==> src/rtl/vga_pkg.sv <==
// Shared VGA 640x480@60 timing constants and the 3-bit frame-buffer colour expansion.
package vga_pkg;

    localparam int H_ACTIVE     = 640;
    localparam int H_FP         = 16;
    localparam int H_SYNC       = 96;
    localparam int H_BP         = 48;
    localparam int H_TOTAL      = H_ACTIVE + H_FP + H_SYNC + H_BP;
    localparam int H_SYNC_START = H_ACTIVE + H_FP;
    localparam int H_SYNC_END   = H_SYNC_START + H_SYNC;

    localparam int V_ACTIVE     = 480;
    localparam int V_FP         = 10;
    localparam int V_SYNC       = 2;
    localparam int V_BP         = 33;
    localparam int V_TOTAL      = V_ACTIVE + V_FP + V_SYNC + V_BP;
    localparam int V_SYNC_START = V_ACTIVE + V_FP;
    localparam int V_SYNC_END   = V_SYNC_START + V_SYNC;

    typedef struct packed {
        logic [2:0] red;
        logic [2:0] green;
        logic [1:0] blue;
    } rgb_t;

    // Each stored colour bit drives its whole connector channel.
    function automatic rgb_t expand_colour(input logic [2:0] c);
        rgb_t rgb;
        rgb.red   = {3{c[2]}};
        rgb.green = {3{c[1]}};
        rgb.blue  = {2{c[0]}};
        return rgb;
    endfunction

endpackage

==> src/rtl/vga_timing.sv <==
// Pixel-rate divider, horizontal/vertical counters and the raw timing flags derived from them.
module vga_timing
    import vga_pkg::*;
#(
    parameter int CLK_DIV      = 4,
    parameter int READ_LATENCY = 1
) (
    input  logic       clk,
    input  logic       rst_n,
    output logic       tick,
    output logic       capture,
    output logic [9:0] hc_nxt,
    output logic [9:0] vc_nxt,
    output logic       active,
    output logic       active_nxt,
    output logic       hsync_raw,
    output logic       vsync_raw,
    output logic       vblank_nxt,
    output logic       frame_wrap
);

    localparam int DIV_W = (CLK_DIV > 1) ? $clog2(CLK_DIV) : 1;

    logic [DIV_W-1:0] div_r;
    logic [9:0]       hc_r;
    logic [9:0]       vc_r;
    logic [9:0]       hc_nxt_s;
    logic [9:0]       vc_nxt_s;
    logic             tick_s;
    logic             line_end_s;
    logic             frame_end_s;

    assign tick_s      = (div_r == DIV_W'(CLK_DIV - 1));
    assign line_end_s  = (hc_r == 10'(H_TOTAL - 1));
    assign frame_end_s = line_end_s && (vc_r == 10'(V_TOTAL - 1));

    // Divider restarts after the tick, so the read data strobe sits a fixed offset into each pixel.
    always_ff @(posedge clk or negedge rst_n) begin
        if (!rst_n) begin
            div_r <= {DIV_W{1'b0}};
        end else if (tick_s) begin
            div_r <= {DIV_W{1'b0}};
        end else begin
            div_r <= div_r + DIV_W'(1);
        end
    end

    // Next raster position; only moves on a pixel tick.
    always_comb begin
        hc_nxt_s = hc_r;
        vc_nxt_s = vc_r;
        if (tick_s) begin
            if (line_end_s) begin
                hc_nxt_s = 10'd0;
                if (frame_end_s) begin
                    vc_nxt_s = 10'd0;
                end else begin
                    vc_nxt_s = vc_r + 10'd1;
                end
            end else begin
                hc_nxt_s = hc_r + 10'd1;
            end
        end else begin
            hc_nxt_s = hc_r;
            vc_nxt_s = vc_r;
        end
    end

    // Raster position registers.
    always_ff @(posedge clk or negedge rst_n) begin
        if (!rst_n) begin
            hc_r <= 10'd0;
            vc_r <= 10'd0;
        end else begin
            hc_r <= hc_nxt_s;
            vc_r <= vc_nxt_s;
        end
    end

    assign tick       = tick_s;
    assign capture    = (div_r == DIV_W'(READ_LATENCY));
    assign hc_nxt     = hc_nxt_s;
    assign vc_nxt     = vc_nxt_s;
    assign active     = (hc_r < 10'(H_ACTIVE)) && (vc_r < 10'(V_ACTIVE));
    assign active_nxt = (hc_nxt_s < 10'(H_ACTIVE)) && (vc_nxt_s < 10'(V_ACTIVE));
    assign hsync_raw  = !((hc_r >= 10'(H_SYNC_START)) && (hc_r < 10'(H_SYNC_END)));
    assign vsync_raw  = !((vc_r >= 10'(V_SYNC_START)) && (vc_r < 10'(V_SYNC_END)));
    assign vblank_nxt = (vc_nxt_s >= 10'(V_ACTIVE));
    assign frame_wrap = tick_s && frame_end_s;

endmodule

==> src/rtl/vga_scanout.sv <==
// Frame-buffer scanout: issues the read address on entry to each pixel, captures the data
// mid-pixel and registers colour and sync together on the tick that leaves the pixel.
module vga_scanout
    import vga_pkg::*;
#(
    parameter int PX_WIDTH     = 160,
    parameter int PX_HEIGHT    = 120,
    parameter int SCALE        = 4,
    parameter int CLK_DIV      = 4,
    parameter int READ_LATENCY = 1
) (
    input  logic        clk,
    input  logic        rst_n,
    output logic [15:0] rmemaddr,
    input  logic [2:0]  memo,
    output logic [2:0]  red,
    output logic [2:0]  green,
    output logic [1:0]  blue,
    output logic        hsync,
    output logic        vsync,
    output logic        vblank,
    output logic        frame_start
);

    localparam int SHIFT = $clog2(SCALE);

    if (PX_WIDTH * SCALE != H_ACTIVE || PX_HEIGHT * SCALE != V_ACTIVE ||
        CLK_DIV < READ_LATENCY + 2) begin : g_bad_cfg
        $error("vga_scanout: unsupported geometry or divider");
    end

    logic       tick_s;
    logic       capture_s;
    logic [9:0] hc_nxt_s;
    logic [9:0] vc_nxt_s;
    logic       active_s;
    logic       active_nxt_s;
    logic       hsync_raw_s;
    logic       vsync_raw_s;
    logic       vblank_nxt_s;
    logic       frame_wrap_s;
    logic [15:0] row_s;
    logic [15:0] col_s;
    logic [15:0] addr_s;
    logic [2:0] cap_r;
    rgb_t       pix_s;

    vga_timing #(
        .CLK_DIV      (CLK_DIV),
        .READ_LATENCY (READ_LATENCY)
    ) u_timing (
        .clk        (clk),
        .rst_n      (rst_n),
        .tick       (tick_s),
        .capture    (capture_s),
        .hc_nxt     (hc_nxt_s),
        .vc_nxt     (vc_nxt_s),
        .active     (active_s),
        .active_nxt (active_nxt_s),
        .hsync_raw  (hsync_raw_s),
        .vsync_raw  (vsync_raw_s),
        .vblank_nxt (vblank_nxt_s),
        .frame_wrap (frame_wrap_s)
    );

    assign row_s  = 16'(vc_nxt_s >> SHIFT);
    assign col_s  = 16'(hc_nxt_s >> SHIFT);
    assign addr_s = row_s * 16'(PX_WIDTH) + col_s;

    // Address is issued for the pixel being entered; blanking keeps the last one.
    always_ff @(posedge clk or negedge rst_n) begin
        if (!rst_n) begin
            rmemaddr <= 16'd0;
        end else if (tick_s && active_nxt_s) begin
            rmemaddr <= addr_s;
        end else begin
            rmemaddr <= rmemaddr;
        end
    end

    // Read data holding register, loaded once the memory latency has elapsed.
    always_ff @(posedge clk or negedge rst_n) begin
        if (!rst_n) begin
            cap_r <= 3'd0;
        end else if (capture_s) begin
            cap_r <= memo;
        end else begin
            cap_r <= cap_r;
        end
    end

    // Blank colour outside the visible window.
    always_comb begin
        pix_s = rgb_t'(8'd0);
        if (active_s) begin
            pix_s = expand_colour(cap_r);
        end else begin
            pix_s = rgb_t'(8'd0);
        end
    end

    // Colour and sync share this stage so they stay aligned at the connector.
    always_ff @(posedge clk or negedge rst_n) begin
        if (!rst_n) begin
            red   <= 3'd0;
            green <= 3'd0;
            blue  <= 2'd0;
            hsync <= 1'b1;
            vsync <= 1'b1;
        end else if (tick_s) begin
            red   <= pix_s.red;
            green <= pix_s.green;
            blue  <= pix_s.blue;
            hsync <= hsync_raw_s;
            vsync <= vsync_raw_s;
        end else begin
            red   <= red;
            green <= green;
            blue  <= blue;
            hsync <= hsync;
            vsync <= vsync;
        end
    end

    // Frame status flags for the renderer.
    always_ff @(posedge clk or negedge rst_n) begin
        if (!rst_n) begin
            vblank      <= 1'b0;
            frame_start <= 1'b0;
        end else begin
            vblank      <= vblank_nxt_s;
            frame_start <= frame_wrap_s;
        end
    end

endmodule

==> config.mk <==
export PLATFORM = sky130hd
export DESIGN_NAME = vga_scanout
export DESIGN_NICKNAME = d
export VERILOG_FILES = /design/src/rtl/vga_pkg.sv /design/src/rtl/vga_timing.sv /design/src/rtl/vga_scanout.sv
export SDC_FILE = /design/constraint.sdc
export NUM_CORES = 1
export LEC_CHECK = 0
export BUFFER_PORTS_ARGS = -buffer_cell sky130_fd_sc_hd__buf_2
export CAP_MARGIN = 20
export CORE_ASPECT_RATIO = 0.7
export CORE_MARGIN = 3
export CORE_UTILIZATION = 40
export CTS_CLUSTER_SIZE = 8
export DETAILED_ROUTE_END_ITERATION = 16
export GPL_TIMING_DRIVEN = 1
export PLACE_DENSITY = 0.54
export SYNTH_ARGS = -nofsm -noshare
export SYNTH_HDL_FRONTEND = slang
export SYNTH_SLANG_ARGS = --single-unit
==> constraint.sdc <==
create_clock -name clk -period 5.6 [get_ports clk]
set_input_delay 0.84 -clock clk [delete_from_list [all_inputs] [get_ports clk]]
set_output_delay 0.84 -clock clk [all_outputs]
set_load 0.01 [all_outputs]
# == Yosys cells after proc, flatten, opt, wreduce, memory -nomap -nowiden ==
# Cells that the tools add are included.
# W data, S select, Z words.
# totals
register_bits,53
input_bits,5
output_inout_bits,28
elab_cells,46
# classes
n_addsub,4
n_mul,1
magnitude_cmp,9
n_eq_ne,4
mux,7
n_reduce_logical,9
# ops
op,n
$mux W10,5
$lt A10 B10 Y1 const B,3
$lt A10 B9 Y1 const B,3
$add A10 B1 Y10 const B,2
$eq A10 B10 Y1 const B,2
$ge A10 B9 Y1 const B,2
$add A16 B8 Y16,1
$mul A8 B3 Y11 const B,1
$ge A10 B10 Y1 const B,1
$mux W8,1
$logic_and A1 B1 Y1,7
$add A2 B1 Y2 const B,1
$eq A2 B1 Y1 const B,1
$eq A2 B2 Y1 const B,1
$logic_not A1 Y1,2
$mux W2,1

# == Logic depth before layout (Yosys ltp) ==
# logic_depth
word_depth,8
depth_mapped,16
depth_no_buf,16

# == Cells and area by module ==
# From an unflattened synthesis, not the netlist that was laid out.
# hier_totals
hier_cells,291
area_unflattened_um2,2905.3
# by_module_without_submodules
mod,n_inst,cells_each,area_each_um2,seq_area_each_um2
vga_scanout,1,147,1576.5,653.1
vga_timing,1,144,1328.8,550.5

# == Least setup slack after synthesis ==
# No wires, ideal clock.
# synth_path
path_kind,register -> register
from,reg u_timing.hc_r[5]
to,reg rmemaddr[14]
setup_ns,0.125
arrival_ns,4.169
required_ns,5.475
slack_ns,1.306
path_stages_with_launch,16
path_buffers,1
synth_period_minus_slack_ns,4.294
path_cell_list,dfrtp_1 or4b_4 or3_1 buf_6 nor2_1 nand4_1 o21ai_0 ha_1 ha_1 fa_1 a21o_1 a21oi_1 xnor2_1 nand4_1 xor2_1 mux2_4
# synth_via
elab_chain_cells,8
elab_cells_between_ends,14
classes_between,add/sub (2); mul (1); order compare (2); eq/ne (1); mux (5); reduce/logical (3)
# synth_lines
element,line_no,rtl
from (decl),vga_timing.sv:25,logic [9:0] hc_r;
from (signal assigned),vga_timing.sv:75,hc_r <= hc_nxt_s;
$eq A10 B10 Y1 *,vga_timing.sv:34,assign line_end_s = (hc_r == 10'(H_TOTAL - 1));
$logic_and A1 B1 Y1,vga_timing.sv:35,assign frame_end_s = line_end_s && (vc_r == 10'(V_TOTAL - 1));
$mux W10,vga_timing.sv:55,if (frame_end_s) begin
$mux W10 *,vga_timing.sv:53,if (line_end_s) begin
$mux W10 *,vga_timing.sv:52,if (tick_s) begin
via u_timing.vc_nxt[3],vga_timing.sv:13,"output logic [9:0] vc_nxt,"
branches (longest 3 deep; another with $add A16 B8 Y16),n/a,
to (signal assigned),vga_scanout.sv:75,rmemaddr <= addr_s;
to (signal assigned),vga_scanout.sv:77,rmemaddr <= rmemaddr;
to (decl),vga_scanout.sv:14,"output logic [15:0] rmemaddr,"
# Mark *: on every way through the listed nets, which the timed path passes.
# A chain may end at the register's enable or synchronous reset.

# == Final worst setup path ==
# layout_path
from,reg u_timing.hc_r[0]
to,reg rmemaddr[13]
# The elaborated chain is that of the path after synthesis.

==> results_dict.tcl <==
set metrics [dict create \
    startpoint_type "flip-flop" \
    insertion_delay_ps 300 \
    dr.pass1.iters 6 \
    fmax_mhz 208 \
    synth-edff-count 0 \
    worstSetupStartpoint "u_timing.hc_r[0]$_DFFE_PN0P_" \
    finalCritPeriodShare 0.859 \
    rows 24 \
    tightestPinTransition_ps 623 \
    synthCells 259 \
    timing.critical_path.mode_cell "ha_1" \
    layout_min_cycle_time_ps 4810 \
    syn_nets 287 \
    drv_cap 0 \
    cts_resized 0 \
    drive_gt1_frac 0.247 \
    yosys_register_bits 48 \
    synthToLayoutAreaGrowth_pct 11.4 \
    drtAntennaViolNets 0 \
    grt_pass1_wl_um 9900 \
    stdcell_count 382 \
    crit_type "reg -> reg" \
    worstReg2RegStart "u_timing.hc_r[0]$_DFFE_PN0P_" \
    fin_nets 318 \
    root_buffer "clkbuf_8" \
    routed_wl_um 5600 \
    gp_congestion 0.799 \
    drv_slew 0 \
    rsz0062_at_grt "false" \
    antenna_found_initial 0 \
    dr_wl_met2_um 2150 \
    drt-initial-drc-count 158 \
    avgSynthCellArea_um2 10.8 \
    wl_met1_um 3190 \
    grt_max_degree 49 \
    cts-buffers-inserted 5 \
    crit_required_ps 5790 \
    dp_hpwl_um 4010 \
    ys_seq_area_frac 0.430 \
    irDropWorstVdd_uv 120 \
    cts-hold-fix-buffers 0 \
    first_global_vias 1963 \
    path_delay_family "simple AND/OR/NAND/NOR gates" \
    h-tree-depth 2 \
    routed-wl-met3_um 227 \
    top_layer "met4" \
    yosys-top-cells-area "dfrtp_1 41%, ha_1 9.4%, mux2_4 4.8%, mux2_2 4.0%, xnor2_1 3.4%" \
    die_w_um 106 \
    synthDistinctLibCells 50 \
    clock_skew_ps 9.10 \
    min_from "cap_r[1]$_DFFE_PN0N_" \
    placed_cells 373 \
    io_pins 33 \
    hp-class "reg -> reg" \
    hold_viol_final 0 \
    path_buf_inv 0 \
    cp.arrival_ps 5000 \
    endpoint_kind "flip-flop" \
    post_cts_buffers 0 \
    cpMaxStageDelayCell "or3_1" \
    power_density_nw_per_um2 187 \
    initial_utilization 0.432 \
    die_h_um 76.0 \
    wl_per_cell_um 14.6 \
    clock-sinks 48 \
    slowest_delay_ps 620 \
    antenna_cells 0 \
    cts.reportedPaths.clkPinSlew_ps 100 \
    netlist.area_leader.share 0.411 \
    vias 1924 \
    grt-ovfl-total 0 \
    core-area_um2 6490 \
    slew_headroom 0.585 \
    die-area_um2 8050 \
    setup_viol 0 \
    grt_usage 0.149 \
    yosysWarnings 0 \
    async_flop_share 1.00 \
    yosysTopAreaCell "dfrtp_1" \
    clock_path_buffers 2 \
    cp_cell_sequence "ha_1 -> nand4_1 -> or3_1 -> nor2_1 -> nand4_1 -> o21ai_0 -> ha_1 -> ha_1 -> fa_1 -> a21o_1 -> a21oi_1 -> xnor2_1 -> nand3_1 -> xnor2_1 -> mux2_4" \
    syn-cell-area_um2 2800 \
    synthFlopType "dfrtp_1" \
    status "completed" \
    tns_ps 0 \
    drcViolationCount 0 \
    via_per_inst 5.04 \
    leakage_nw 1.55 \
    port_buffers 32 \
    critPathMaxFanout 9 \
    cts_tree "yes" \
]
## placed cells by master, fill, tap and decap left out, types with 2 or more instances in the layout
cell / instances
clkbuf_8: 6
and2_1: 2
mux2_4: 9
buf_2: 32
nor3_1: 4
a21o_1: 3
dfrtp_1: 46
clkinv_2: 2
xor2_1: 7
inv_1: 18
xnor2_1: 11
nand2_1: 19
nor2_1: 14
o21a_1: 2
o22ai_1: 2
o21ai_0: 19
dfstp_2: 2
buf_4: 2
fa_1: 2
a31oi_1: 3
nand3_1: 6
mux2_2: 10
ha_1: 21
and3_1: 4
or4_1: 2
or3_1: 2
nor3b_1: 3
nand4_1: 8
a21oi_1: 7
## through the flow
step / hold slack [ps] / instance area [µm²] / worst slack [ps] / util / power, W
after floorplan: 430 / 2800 / 1310 / - / 0.000363
after global placement: 449 / 3010 / 983 / 0.464 / 0.000372
after detailed placement: 463 / 3010 / 866 / 0.464 / 0.000372
after CTS: 485 / 3100 / 800 / 0.478 / 0.000593
after global routing: 507 / 3120 / 321 / 0.481 / 0.000607
final: 477 / 3120 / 788 / 0.481 / 0.000583
## worst min-delay path, delay by kind of cell, from the launching register on
kind,cells,cell delay (ps)
DFF,1,350
AOI/OAI and AO/OA,1,50
and+or+nand+nor,1,40
## cell usage after synthesis (all sizes together), types with 2 or more instances
library cell and count:
o22ai 2, or3 2, nand4 8, dfrtp 46, fa 2, and3 4
inv 18, o21ai 19, a21oi 7, xor2 8, nand2 19, nor3b 3
clkbuf 3, buf 8, nor4 2, a31oi 3, xnor2 11, mux2 19
nand3 6, o21a 2, or4 2, nor3 6, ha 21, a21o 3
and2 2, dfstp 2, nor2 14
## metal layers
metal,vias up,GRT usage
met3,2,0.0364
met1,910,0.232
met2,31,0.211
li1,981,-
met5,-,0
met4,0,0.0272
## path summary, 6_finish.rpt
path | to | slack, ps | cells past startpoint
min in group asynchronous | frame_start$_DFF_PN0_ | 640 | 2
worst max-delay path | rmemaddr[13]$_DFFE_PN0P_ | 790 | 15
worst min register to register | green[1]$_DFFE_PN0P_ | 480 | 2
worst max register to register | rmemaddr[13]$_DFFE_PN0P_ | 790 | 15
max in group asynchronous | u_timing.hc_r[9]$_DFF_PN0_ | 4540 | 2
worst min-delay path | green[1]$_DFFE_PN0P_ | 480 | 2
## flip-flops by register name, summed over array words and instances (netlist names), 2 cells and up
name / flops
u_timing.hc_r: 10
cap_r: 3
u_timing.vc_r: 10
rmemaddr: 16
u_timing.div_r: 2
## report_power, final
part,switching [W],total [W],internal (W)
registers,0.00000119,0.000350,0.000349
logic,0.0000101,0.0000146,0.00000452
clock network,0.000120,0.000219,0.0000989
## final cells by class
type | instances | area [µm²]
clock buffers | 6 | 82.6
well taps | 91 | 114
repair buffers | 35 | 190
inverters | 18 | 67.6
flip-flops and latches | 48 | 1200
clock inverters | 2 | 10.0
multi-input cells | 182 | 1450
fillers | 630 | 3370
## logic make-up (layout without fill, tap and decap cells)
logic type,count (synthesis),after routing,share of synthesized area
simple gates,75,75,0.150
flops,48,48,0.430
compound gates,45,45,0.105
buf+inv,29,61,0.0523
fa+ha+maj,23,23,0.108
mux,20,20,0.0921
xor+xnor,19,19,0.0621
(Power assumes the default switching activity.)
